### config.mk
export PLATFORM = sky130hd
export DESIGN_NAME = quad_warp_mapper
export DESIGN_NICKNAME = d
export VERILOG_FILES = /design/src/rtl/quad_warp_pkg.sv /design/src/rtl/seq_divider.sv /design/src/rtl/quad_warp_mapper.sv
export SDC_FILE = /design/constraint.sdc
export NUM_CORES = 2
export LEC_CHECK = 0
export CAP_MARGIN = 20
export CELL_PAD_IN_SITES_DETAIL_PLACEMENT = 1
export CELL_PAD_IN_SITES_GLOBAL_PLACEMENT = 1
export CORE_MARGIN = 5
export CORE_UTILIZATION = 50
export DETAILED_ROUTE_END_ITERATION = 8
export PLACE_DENSITY = 0.95
export SLEW_MARGIN = 20
export SYNTH_ARGS = -nofsm -noshare
export SYNTH_HDL_FRONTEND = slang
export SYNTH_HIERARCHICAL = 1
export SYNTH_SLANG_ARGS = --single-unit
### constraint.sdc
create_clock -name clk -period 14.7 [get_ports clk]
set_clock_uncertainty 0.15 [all_clocks]
set_input_delay 2.94 -clock clk [delete_from_list [all_inputs] [get_ports clk]]
set_output_delay 2.94 -clock clk [all_outputs]
set_load 0.01 [all_outputs]
### src/rtl/quad_warp_pkg.sv
// Shared types and width helpers for the quad warp mapper.
package quad_warp_pkg;

  typedef enum logic [2:0] {
    IDLE,
    FRAME_DIV,
    ROW_DIV,
    STREAM,
    DRAIN
  } state_t;

  // Corner storage is sized for the widest supported coordinate.
  localparam int CRD_W = 16;

  typedef struct packed {
    logic [CRD_W-1:0] x;
    logic [CRD_W-1:0] y;
  } corner_t;

  // Divider width: magnitude of a fixed-point difference plus one guard bit.
  function automatic int quot_width(input int x_bits, input int frac_bits);
    return x_bits + frac_bits + 1;
  endfunction

  // Signed accumulator / delta width.
  function automatic int acc_width(input int x_bits, input int frac_bits);
    return x_bits + frac_bits + 2;
  endfunction

endpackage

### src/rtl/seq_divider.sv
// Unsigned restoring divider, one quotient bit per cycle.
// i_start loads the operands (one cycle); o_done and o_quotient are valid
// together during the final iteration cycle, so a divide occupies W+1 cycles.
module seq_divider #(
  parameter int W = 21
) (
  input  logic         clk,
  input  logic         reset,
  input  logic         i_start,
  input  logic [W-1:0] i_dividend,
  input  logic [W-1:0] i_divisor,
  output logic         o_busy,
  output logic         o_done,
  output logic [W-1:0] o_quotient
);
  localparam int CNT_W = $clog2(W + 1);

  logic [W-1:0]     r_quo;
  logic [W-1:0]     r_dsr;
  logic [W-1:0]     r_rem;
  logic [CNT_W-1:0] r_cnt;
  logic             r_busy;

  logic [W:0]   w_shift;
  logic         w_ge;
  logic [W-1:0] w_rem_next;

  // Trial subtraction for the current quotient bit.
  always_comb begin
    w_shift    = {r_rem, r_quo[W-1]};
    w_ge       = (w_shift >= {1'b0, r_dsr});
    w_rem_next = w_ge ? W'(w_shift - {1'b0, r_dsr}) : w_shift[W-1:0];
  end

  // Load on start, then shift one quotient bit in per cycle.
  always_ff @(posedge clk) begin
    if (reset) begin
      r_quo  <= '0;
      r_dsr  <= '0;
      r_rem  <= '0;
      r_cnt  <= '0;
      r_busy <= 1'b0;
    end else if (i_start) begin
      r_quo  <= i_dividend;
      r_dsr  <= i_divisor;
      r_rem  <= '0;
      r_cnt  <= CNT_W'(W);
      r_busy <= 1'b1;
    end else if (r_busy) begin
      r_rem <= w_rem_next;
      r_quo <= {r_quo[W-2:0], w_ge};
      r_cnt <= r_cnt - 1'b1;
      if (r_cnt == CNT_W'(1)) r_busy <= 1'b0;
    end
  end

  assign o_busy     = r_busy;
  assign o_done     = r_busy && (r_cnt == CNT_W'(1));
  assign o_quotient = {r_quo[W-2:0], w_ge};

endmodule

### src/rtl/quad_warp_mapper.sv
// Bilinear corner-driven mapper: streams raster source pixels out with their
// interpolated destination coordinate. Edge and row deltas share one divider.
// Optional build macro CLIP_OUTPUT_EN: out-of-range pixels are consumed
// silently instead of being emitted with wrapped coordinates.
// Assumes Y_BITS <= X_BITS.
module quad_warp_mapper
  import quad_warp_pkg::*;
#(
  parameter int SRC_W     = 640,
  parameter int SRC_H     = 480,
  parameter int X_BITS    = 10,
  parameter int Y_BITS    = 9,
  parameter int FRAC_BITS = 10,
  parameter int PIX_BITS  = 18
) (
  input  logic                clk,
  input  logic                reset,
  input  logic                corners_valid,
  output logic                corners_ready,
  input  logic [X_BITS-1:0]   a_x,
  input  logic [X_BITS-1:0]   b_x,
  input  logic [X_BITS-1:0]   c_x,
  input  logic [X_BITS-1:0]   d_x,
  input  logic [Y_BITS-1:0]   a_y,
  input  logic [Y_BITS-1:0]   b_y,
  input  logic [Y_BITS-1:0]   c_y,
  input  logic [Y_BITS-1:0]   d_y,
  input  logic [PIX_BITS-1:0] pix_in,
  input  logic                pix_in_valid,
  output logic                pix_in_ready,
  output logic [PIX_BITS-1:0] pix_out,
  output logic [X_BITS-1:0]   out_x,
  output logic [Y_BITS-1:0]   out_y,
  output logic                out_valid,
  input  logic                out_ready,
  output logic                frame_done
);
  localparam int QW    = quot_width(X_BITS, FRAC_BITS);
  localparam int ACC_W = acc_width(X_BITS, FRAC_BITS);
  localparam int NUM_W = ACC_W + 1;
  localparam int COL_W = $clog2(SRC_W);
  localparam int ROW_W = $clog2(SRC_H);

  state_t                    r_state;
  corner_t                   r_a, r_b, r_c, r_d;
  logic [1:0]                r_div_idx;
  logic                      r_neg;
  logic signed [ACC_W-1:0]   r_lx, r_ly, r_rx, r_ry, r_px, r_py;
  logic signed [ACC_W-1:0]   r_dlx, r_dly, r_drx, r_dry, r_hx, r_hy;
  logic [COL_W-1:0]          r_col;
  logic [ROW_W-1:0]          r_row;
  logic [PIX_BITS-1:0]       r_pix;
  logic [X_BITS-1:0]         r_x;
  logic [Y_BITS-1:0]         r_y;
  logic                      r_valid;
  logic                      r_frame_done;

  logic signed [NUM_W-1:0]   w_num;
  logic                      w_neg;
  logic [QW-1:0]             w_dividend;
  logic [QW-1:0]             w_divisor;
  logic [QW-1:0]             w_quo;
  logic                      w_div_busy;
  logic                      w_div_done;
  logic                      w_div_start;
  logic signed [ACC_W-1:0]   w_delta;
  logic                      w_pix_ready;
  logic                      w_accept;
  logic                      w_emit;

  // Select the signed numerator for the divide in progress and split sign/magnitude.
  always_comb begin
    w_num = '0;
    if (r_state == FRAME_DIV) begin
      case (r_div_idx)
        2'd0:    w_num = $signed(NUM_W'(r_d.x) - NUM_W'(r_a.x)) <<< FRAC_BITS;
        2'd1:    w_num = $signed(NUM_W'(r_d.y) - NUM_W'(r_a.y)) <<< FRAC_BITS;
        2'd2:    w_num = $signed(NUM_W'(r_c.x) - NUM_W'(r_b.x)) <<< FRAC_BITS;
        default: w_num = $signed(NUM_W'(r_c.y) - NUM_W'(r_b.y)) <<< FRAC_BITS;
      endcase
    end else if (r_div_idx[0]) begin
      w_num = NUM_W'(r_ry) - NUM_W'(r_ly);
    end else begin
      w_num = NUM_W'(r_rx) - NUM_W'(r_lx);
    end
    w_neg       = w_num[NUM_W-1];
    w_dividend  = QW'(w_neg ? -w_num : w_num);
    w_divisor   = (r_state == FRAME_DIV) ? QW'(SRC_H - 1) : QW'(SRC_W - 1);
    w_div_start = ((r_state == FRAME_DIV) || (r_state == ROW_DIV)) && !w_div_busy;
    w_delta     = r_neg ? -$signed(ACC_W'(w_quo)) : $signed(ACC_W'(w_quo));
  end

  // Handshake and output-range decision for the current pixel.
  always_comb begin
    w_pix_ready = (r_state == STREAM) && (!r_valid || out_ready);
    w_accept    = w_pix_ready && pix_in_valid;
`ifdef CLIP_OUTPUT_EN
    w_emit = !r_px[ACC_W-1] && !r_py[ACC_W-1] &&
             !(|r_px[ACC_W-2:FRAC_BITS+X_BITS]) &&
             !(|r_py[ACC_W-2:FRAC_BITS+Y_BITS]);
`else
    w_emit = 1'b1;
`endif
  end

  seq_divider #(.W(QW)) u_div (
    .clk        (clk),
    .reset      (reset),
    .i_start    (w_div_start),
    .i_dividend (w_dividend),
    .i_divisor  (w_divisor),
    .o_busy     (w_div_busy),
    .o_done     (w_div_done),
    .o_quotient (w_quo)
  );

  // Control FSM, accumulators and registered output word.
  always_ff @(posedge clk) begin
    if (reset) begin
      r_state      <= IDLE;
      r_a          <= '0;
      r_b          <= '0;
      r_c          <= '0;
      r_d          <= '0;
      r_div_idx    <= '0;
      r_neg        <= 1'b0;
      r_lx         <= '0;
      r_ly         <= '0;
      r_rx         <= '0;
      r_ry         <= '0;
      r_px         <= '0;
      r_py         <= '0;
      r_dlx        <= '0;
      r_dly        <= '0;
      r_drx        <= '0;
      r_dry        <= '0;
      r_hx         <= '0;
      r_hy         <= '0;
      r_col        <= '0;
      r_row        <= '0;
      r_pix        <= '0;
      r_x          <= '0;
      r_y          <= '0;
      r_valid      <= 1'b0;
      r_frame_done <= 1'b0;
    end else begin
      r_frame_done <= 1'b0;
      if (w_div_start) r_neg <= w_neg;

      if (w_accept) begin
        r_pix   <= pix_in;
        r_x     <= r_px[FRAC_BITS+X_BITS-1:FRAC_BITS];
        r_y     <= r_py[FRAC_BITS+Y_BITS-1:FRAC_BITS];
        r_valid <= w_emit;
      end else if (out_ready) begin
        r_valid <= 1'b0;
      end

      case (r_state)
        IDLE: begin
          if (corners_valid) begin
            r_a.x     <= CRD_W'(a_x);
            r_a.y     <= CRD_W'(a_y);
            r_b.x     <= CRD_W'(b_x);
            r_b.y     <= CRD_W'(b_y);
            r_c.x     <= CRD_W'(c_x);
            r_c.y     <= CRD_W'(c_y);
            r_d.x     <= CRD_W'(d_x);
            r_d.y     <= CRD_W'(d_y);
            r_lx      <= ACC_W'(a_x) << FRAC_BITS;
            r_ly      <= ACC_W'(a_y) << FRAC_BITS;
            r_rx      <= ACC_W'(b_x) << FRAC_BITS;
            r_ry      <= ACC_W'(b_y) << FRAC_BITS;
            r_div_idx <= '0;
            r_col     <= '0;
            r_row     <= '0;
            r_state   <= FRAME_DIV;
          end
        end
        FRAME_DIV: begin
          if (w_div_done) begin
            case (r_div_idx)
              2'd0:    r_dlx <= w_delta;
              2'd1:    r_dly <= w_delta;
              2'd2:    r_drx <= w_delta;
              default: r_dry <= w_delta;
            endcase
            r_div_idx <= r_div_idx + 2'd1;
            if (r_div_idx == 2'd3) r_state <= ROW_DIV;
          end
        end
        ROW_DIV: begin
          if (w_div_done) begin
            if (!r_div_idx[0]) begin
              r_hx      <= w_delta;
              r_div_idx <= 2'd1;
            end else begin
              r_hy      <= w_delta;
              r_px      <= r_lx;
              r_py      <= r_ly;
              r_div_idx <= '0;
              r_state   <= STREAM;
            end
          end
        end
        STREAM: begin
          if (w_accept) begin
            r_px <= r_px + r_hx;
            r_py <= r_py + r_hy;
            if (r_col == COL_W'(SRC_W - 1)) begin
              r_col <= '0;
              r_lx  <= r_lx + r_dlx;
              r_ly  <= r_ly + r_dly;
              r_rx  <= r_rx + r_drx;
              r_ry  <= r_ry + r_dry;
              if (r_row == ROW_W'(SRC_H - 1)) begin
                r_state <= DRAIN;
              end else begin
                r_row   <= r_row + 1'b1;
                r_state <= ROW_DIV;
              end
            end else begin
              r_col <= r_col + 1'b1;
            end
          end
        end
        DRAIN: begin
          // A clipped final pixel leaves nothing pending, so !r_valid also ends the frame.
          if (!r_valid || out_ready) begin
            r_frame_done <= 1'b1;
            r_state      <= IDLE;
          end
        end
        default: r_state <= IDLE;
      endcase
    end
  end

  assign corners_ready = (r_state == IDLE);
  assign pix_in_ready  = w_pix_ready;
  assign pix_out       = r_pix;
  assign out_x         = r_x;
  assign out_y         = r_y;
  assign out_valid     = r_valid;
  assign frame_done    = r_frame_done;

endmodule
# == After elaboration in Yosys (flattened, before gate mapping) ==
# Cells that the tools add are included.
# totals
reg_bits,473
latch_bits,0
mem_bits_rw,0
mem_bits_ro,0
inputBits,99
out_inout_bits,41
word_cells,174
n_memories,0
# classes
add_sub_neg,19
multipliers,0
n_div,0
n_lt_le_gt_ge,1
n_eq_ne,19
shifts,0
n_mux,65
n_bitwise,3
reduce_logical,31
# ops
cell,count
$mux 22,19
$pmux 22 s2,6
$add 22x22->22,6
$mux 21,4
$pmux 23 s3,1
$mux 23,2
$sub 22x22->23,2
$mux 10,4
$mux 9,4
$mux 3,9
$ge 22x21->1,1
$neg 21->22,1
$sub 10x10->11,2
$neg 21->21,1
$reduce_and 3->1,7
$sub 21x21->21,1
$pmux 10 s2,1
$sub 9x9->10,2
$pmux 9 s2,1
$pmux 3 s5,1
$reduce_and 4->1,3
$add 10x1->10 const B,1
$eq 10x10->1 const B,1
$mux 5,2
28 further kinds,56

# == Logic depth before layout (Yosys ltp) ==
# logic_depth
depth_word,6
mapped_depth,22
mapped_depth_nobuf,20

# == Modules after synthesis ==
# Netlist, hierarchy kept.
# by_module_without_submodules
mod,n_inst,cells_each,area_per_inst_um2,seq_area_each_um2
quad_warp_mapper,1,3199,24951.4,7887.6
seq_divider,1,537,4286.6,1381.3

# == Least setup slack after synthesis ==
# Ideal clock, no wire load.
# synth_path
path_kind,input to output
startpoint,input port out_ready
endpoint,output port pix_in_ready
t_arrival_ns,3.198
t_required_ns,11.610
slack_ns,8.412
cell_stages,2
n_path_buf,0
cell_sequence,nor2b_1 nor2_1
# synth_between
elab_chain_len,2
# synth_lines
item,line_no,rtl
from (decl),quad_warp_mapper.sv:35,"input logic out_ready,"
$logic_or 1x1->1,quad_warp_mapper.sv:95,w_pix_ready = (r_state == STREAM) && (!r_valid || out_ready);
$logic_and 1x1->1,quad_warp_mapper.sv:95,
to (decl),quad_warp_mapper.sv:30,"output logic pix_in_ready,"
# Every way passes these cells.

# == Worst setup path in the final report ==
# Ends and elaborated chain as after synthesis.

==> flow_summary.toml <==
[synth]
syn_inst = 3736
synth_edf_count = 0
synth_top_area_share_pct = 31.7
syn_avg_cell_area_um2 = 7.83
synth.largest_area_cell = "dfxtp_1"
netlist_area_um2 = 29200
ys.flop_type = "dfxtp_1"
synthTopCellsByCount = "dfxtp_1, nand2_1, nor2_1"
yosysUniqueCellTypes = 88
async_reset_ff_share_pct = 0
yosysMostFrequentCell = "dfxtp_1"
ys_ff_latch = 463
yosys_warnings = 6
yosys-top-cells-area = "dfxtp_1, ha_1, a21oi_1"
ys_seq_area_share_pct = 31.7

[setup_path]
crit_path_frequent_cell = "clkdlybuf4s50_1"
cp.arrival_ns = 4.35
r2r_start = "u_div/r_quo[20]$_SDFFE_PP0P_"
path_cells = "clkdlybuf4s50_1 > nor2b_1 > nor2_1 > clkdlybuf4s50_1"
cp-end-kind = "primary output"
slowest_delay_ns = 0.60
cp_slowest_cell = "clkdlybuf4s50_1"
path_class = "primary input to primary output"
cp_max_fo = 3
worstPathRequired_ns = 11.61
startpoint = "out_ready"
startpoint_type = "primary input"

[detailed_routing]
drc = 0
drt-total-wl_um = 113000
vias_per_cell = 6.54
vias = 29900
drtPass1Iterations = 5
dr.first_iter.drc_count = 2423
wl_per_cell_um = 24.8
ant_nets = 0

[die]
die_area_um2 = 63400
die_w_um = 252
num_io_pins = 140
start_util_pct = 50.6
die-height_um = 252
coreArea_um2 = 57800
rows = 88

[power]
p_sw_share_pct = 47.5
seqPwrFrac_pct = 24.2
internal_power_mw = 3.42
p_per_area_nw_per_um2 = 198
irDropWorstVdd_mv = 0.250
combPwrFrac_pct = 54.3
p_clk_share_pct = 21.5
leakage_nw = 13.1
switchingPower_mw = 3.09

[cells_and_area]
drive_gt1_share_pct = 4.78
fin_nets = 4116
fin_util_pct = 56.9
num_antenna_cells = 0
fillCellCount = 7020
syn_to_final_growth_pct = 12.4

[run]
drv_cap = 0

[clocking]
hold_buffers = 0
cts_buffer_depth = 3
post_cts_resized = 0
tritoncts = "built"
cts_root_buffer = "clkbuf_16"
htreeDepth = 2
clk_pin_slew_ns = 0.07
cts_setup_buffers = 0
insertion_delay_ns = 0.67
cts_sinks = 463
cts_buffers = 53

[sta]
layout_min_cycle_time_ns = 7.44
max_freq_mhz = 134
fin_setup_tns_ns = 0
finalCritPeriodShare_pct = 50.6
tightest_slew_ns = 1.14
drv_slew = 0
setup-violations-final = 0
max_slew_margin_pct = 23.3
hold_viol = 0
rsz0062_at_grt = "false"

[global_route]
track_usage_pct = 33.9
antenna_found_initial = 2
grt_pass1_wl_um = 176000
grt_pass1_vias = 31700
grt_max_degree = 107
grt-ovfl-total = 0

[placed_design]
dp_hpwl_um = 72800
gp_congestion = 0.917
portBuffers = 139

[status]
status = "finished, final reports clean"

[worst_hold_path]
hold_path.class = "register to register"
min-delay-start = "r_c[16]$_SDFFE_PP0P_"
==> worst max-delay path, delay by kind of cell <==
| kind | cells | cell delay, ns |
|---|---|---|
| and+or+nand+nor | 2 | 0.31 |
| buffers and inverters | 2 | 1.09 |
==> path summary, 6_finish.rpt <==
| path | end | cells after the start | slack (ns) |
|---|---|---|---|
| hold reg to reg | r_c[16]$_SDFFE_PP0P_ | 2 | 0.31 |
| setup / recovery | pix_in_ready | 4 | 7.26 |
| hold / removal | r_c[16]$_SDFFE_PP0P_ | 2 | 0.31 |
| setup reg to reg | r_dly[21]$_SDFFE_PP0P_ | 20 | 8.51 |
==> per-layer routing <==
| metal | track usage [%] | share of wire [%] |
|---|---|---|
| met2 | 57.8 | 47 |
| met1 | 39.2 | 38 |
| met4 | 22.7 | 7.7 |
| met5 | 0 | 0.016 |
| met3 | 5.82 | 6.6 |
==> per-stage QoR <==
step / hold WS, ns / worst slack, ns / instance area (um^2) / total power [mW] / cells
detailed placement: 0.298 / 7.29 / 31100 / 4.87 / 4480
global route: 0.324 / 7.17 / 32900 / 6.78 / 4575
global placement: 0.291 / 7.32 / 31100 / 4.72 / 4480
floorplan: 0.284 / 8.41 / 29300 / 3.94 / 3751
finish: 0.308 / 7.26 / 32900 / 6.51 / 4575
CTS: 0.307 / 7.25 / 32900 / 6.40 / 4575
==> power groups by stage <==
| stage | sequential, mW | clock (mW) | combinational [mW] |
|---|---|---|---|
| after floorplan | 1.51 | 0 | 2.43 |
| after global placement | 1.57 | 0 | 3.15 |
| after detailed placement | 1.58 | 0 | 3.29 |
| after CTS | 1.57 | 1.40 | 3.43 |
| after global routing | 1.58 | 1.46 | 3.74 |
| final | 1.58 | 1.40 | 3.53 |
==> registers in the layout (all words and copies together), names as in the netlist, 20 cells and up <==
name	flops
u_div/r_rem	21
r_dly	22
r_lx	22
u_div/r_quo	21
r_ry	22
r_dry	22
r_dlx	22
r_hx	20
r_ly	22
u_div/r_dsr	21
r_px	20
r_drx	22
r_rx	22
==> placed cells by master (no fill, tap or decap), types with 76 or more instances in the layout <==
| cell | netlist | layout |
|---|---|---|
| a211oi_1 | 168 | 168 |
| a21oi_1 | 359 | 359 |
| clkdlybuf4s50_1 | 0 | 138 |
| dfxtp_1 | 463 | 462 |
| ha_1 | 234 | 234 |
| inv_1 | 175 | 175 |
| nand2_1 | 462 | 461 |
| nor2_1 | 445 | 442 |
| nor3_1 | 79 | 76 |
| o21ai_0 | 158 | 158 |
| xnor2_1 | 111 | 111 |
| xor2_1 | 95 | 95 |
==> cells by family (layout without fill, tap and decap cells) <==
group | count (synthesis) | count (layout) | share of synthesized area, %
simple gates | 1267 | 1267 | 19.2
mux | 72 | 72 | 2.49
flops | 463 | 463 | 31.7
buf+inv | 391 | 450 | 5.38
compound gates | 1088 | 1088 | 24.2
fa+ha+maj | 247 | 247 | 10.9
other cells | 2 | 17 | 0.0257
xor+xnor | 206 | 206 | 6.17
==> area by class of cell <==
| type | count | area [um^2] | share of cell area [%] |
|---|---|---|---|
| multi-input cells | 2897 | 18500 | 56.3 |
| well taps | 765 | 957 | 2.91 |
| clock inverters | 21 | 274 | 0.833 |
| repair buffers | 178 | 1690 | 5.14 |
| inverters | 177 | 664 | 2.02 |
| flip-flops and latches | 463 | 9270 | 28.2 |
| clock buffers | 74 | 1520 | 4.61 |
No activity file was read; power rests on OpenSTA's default activity.
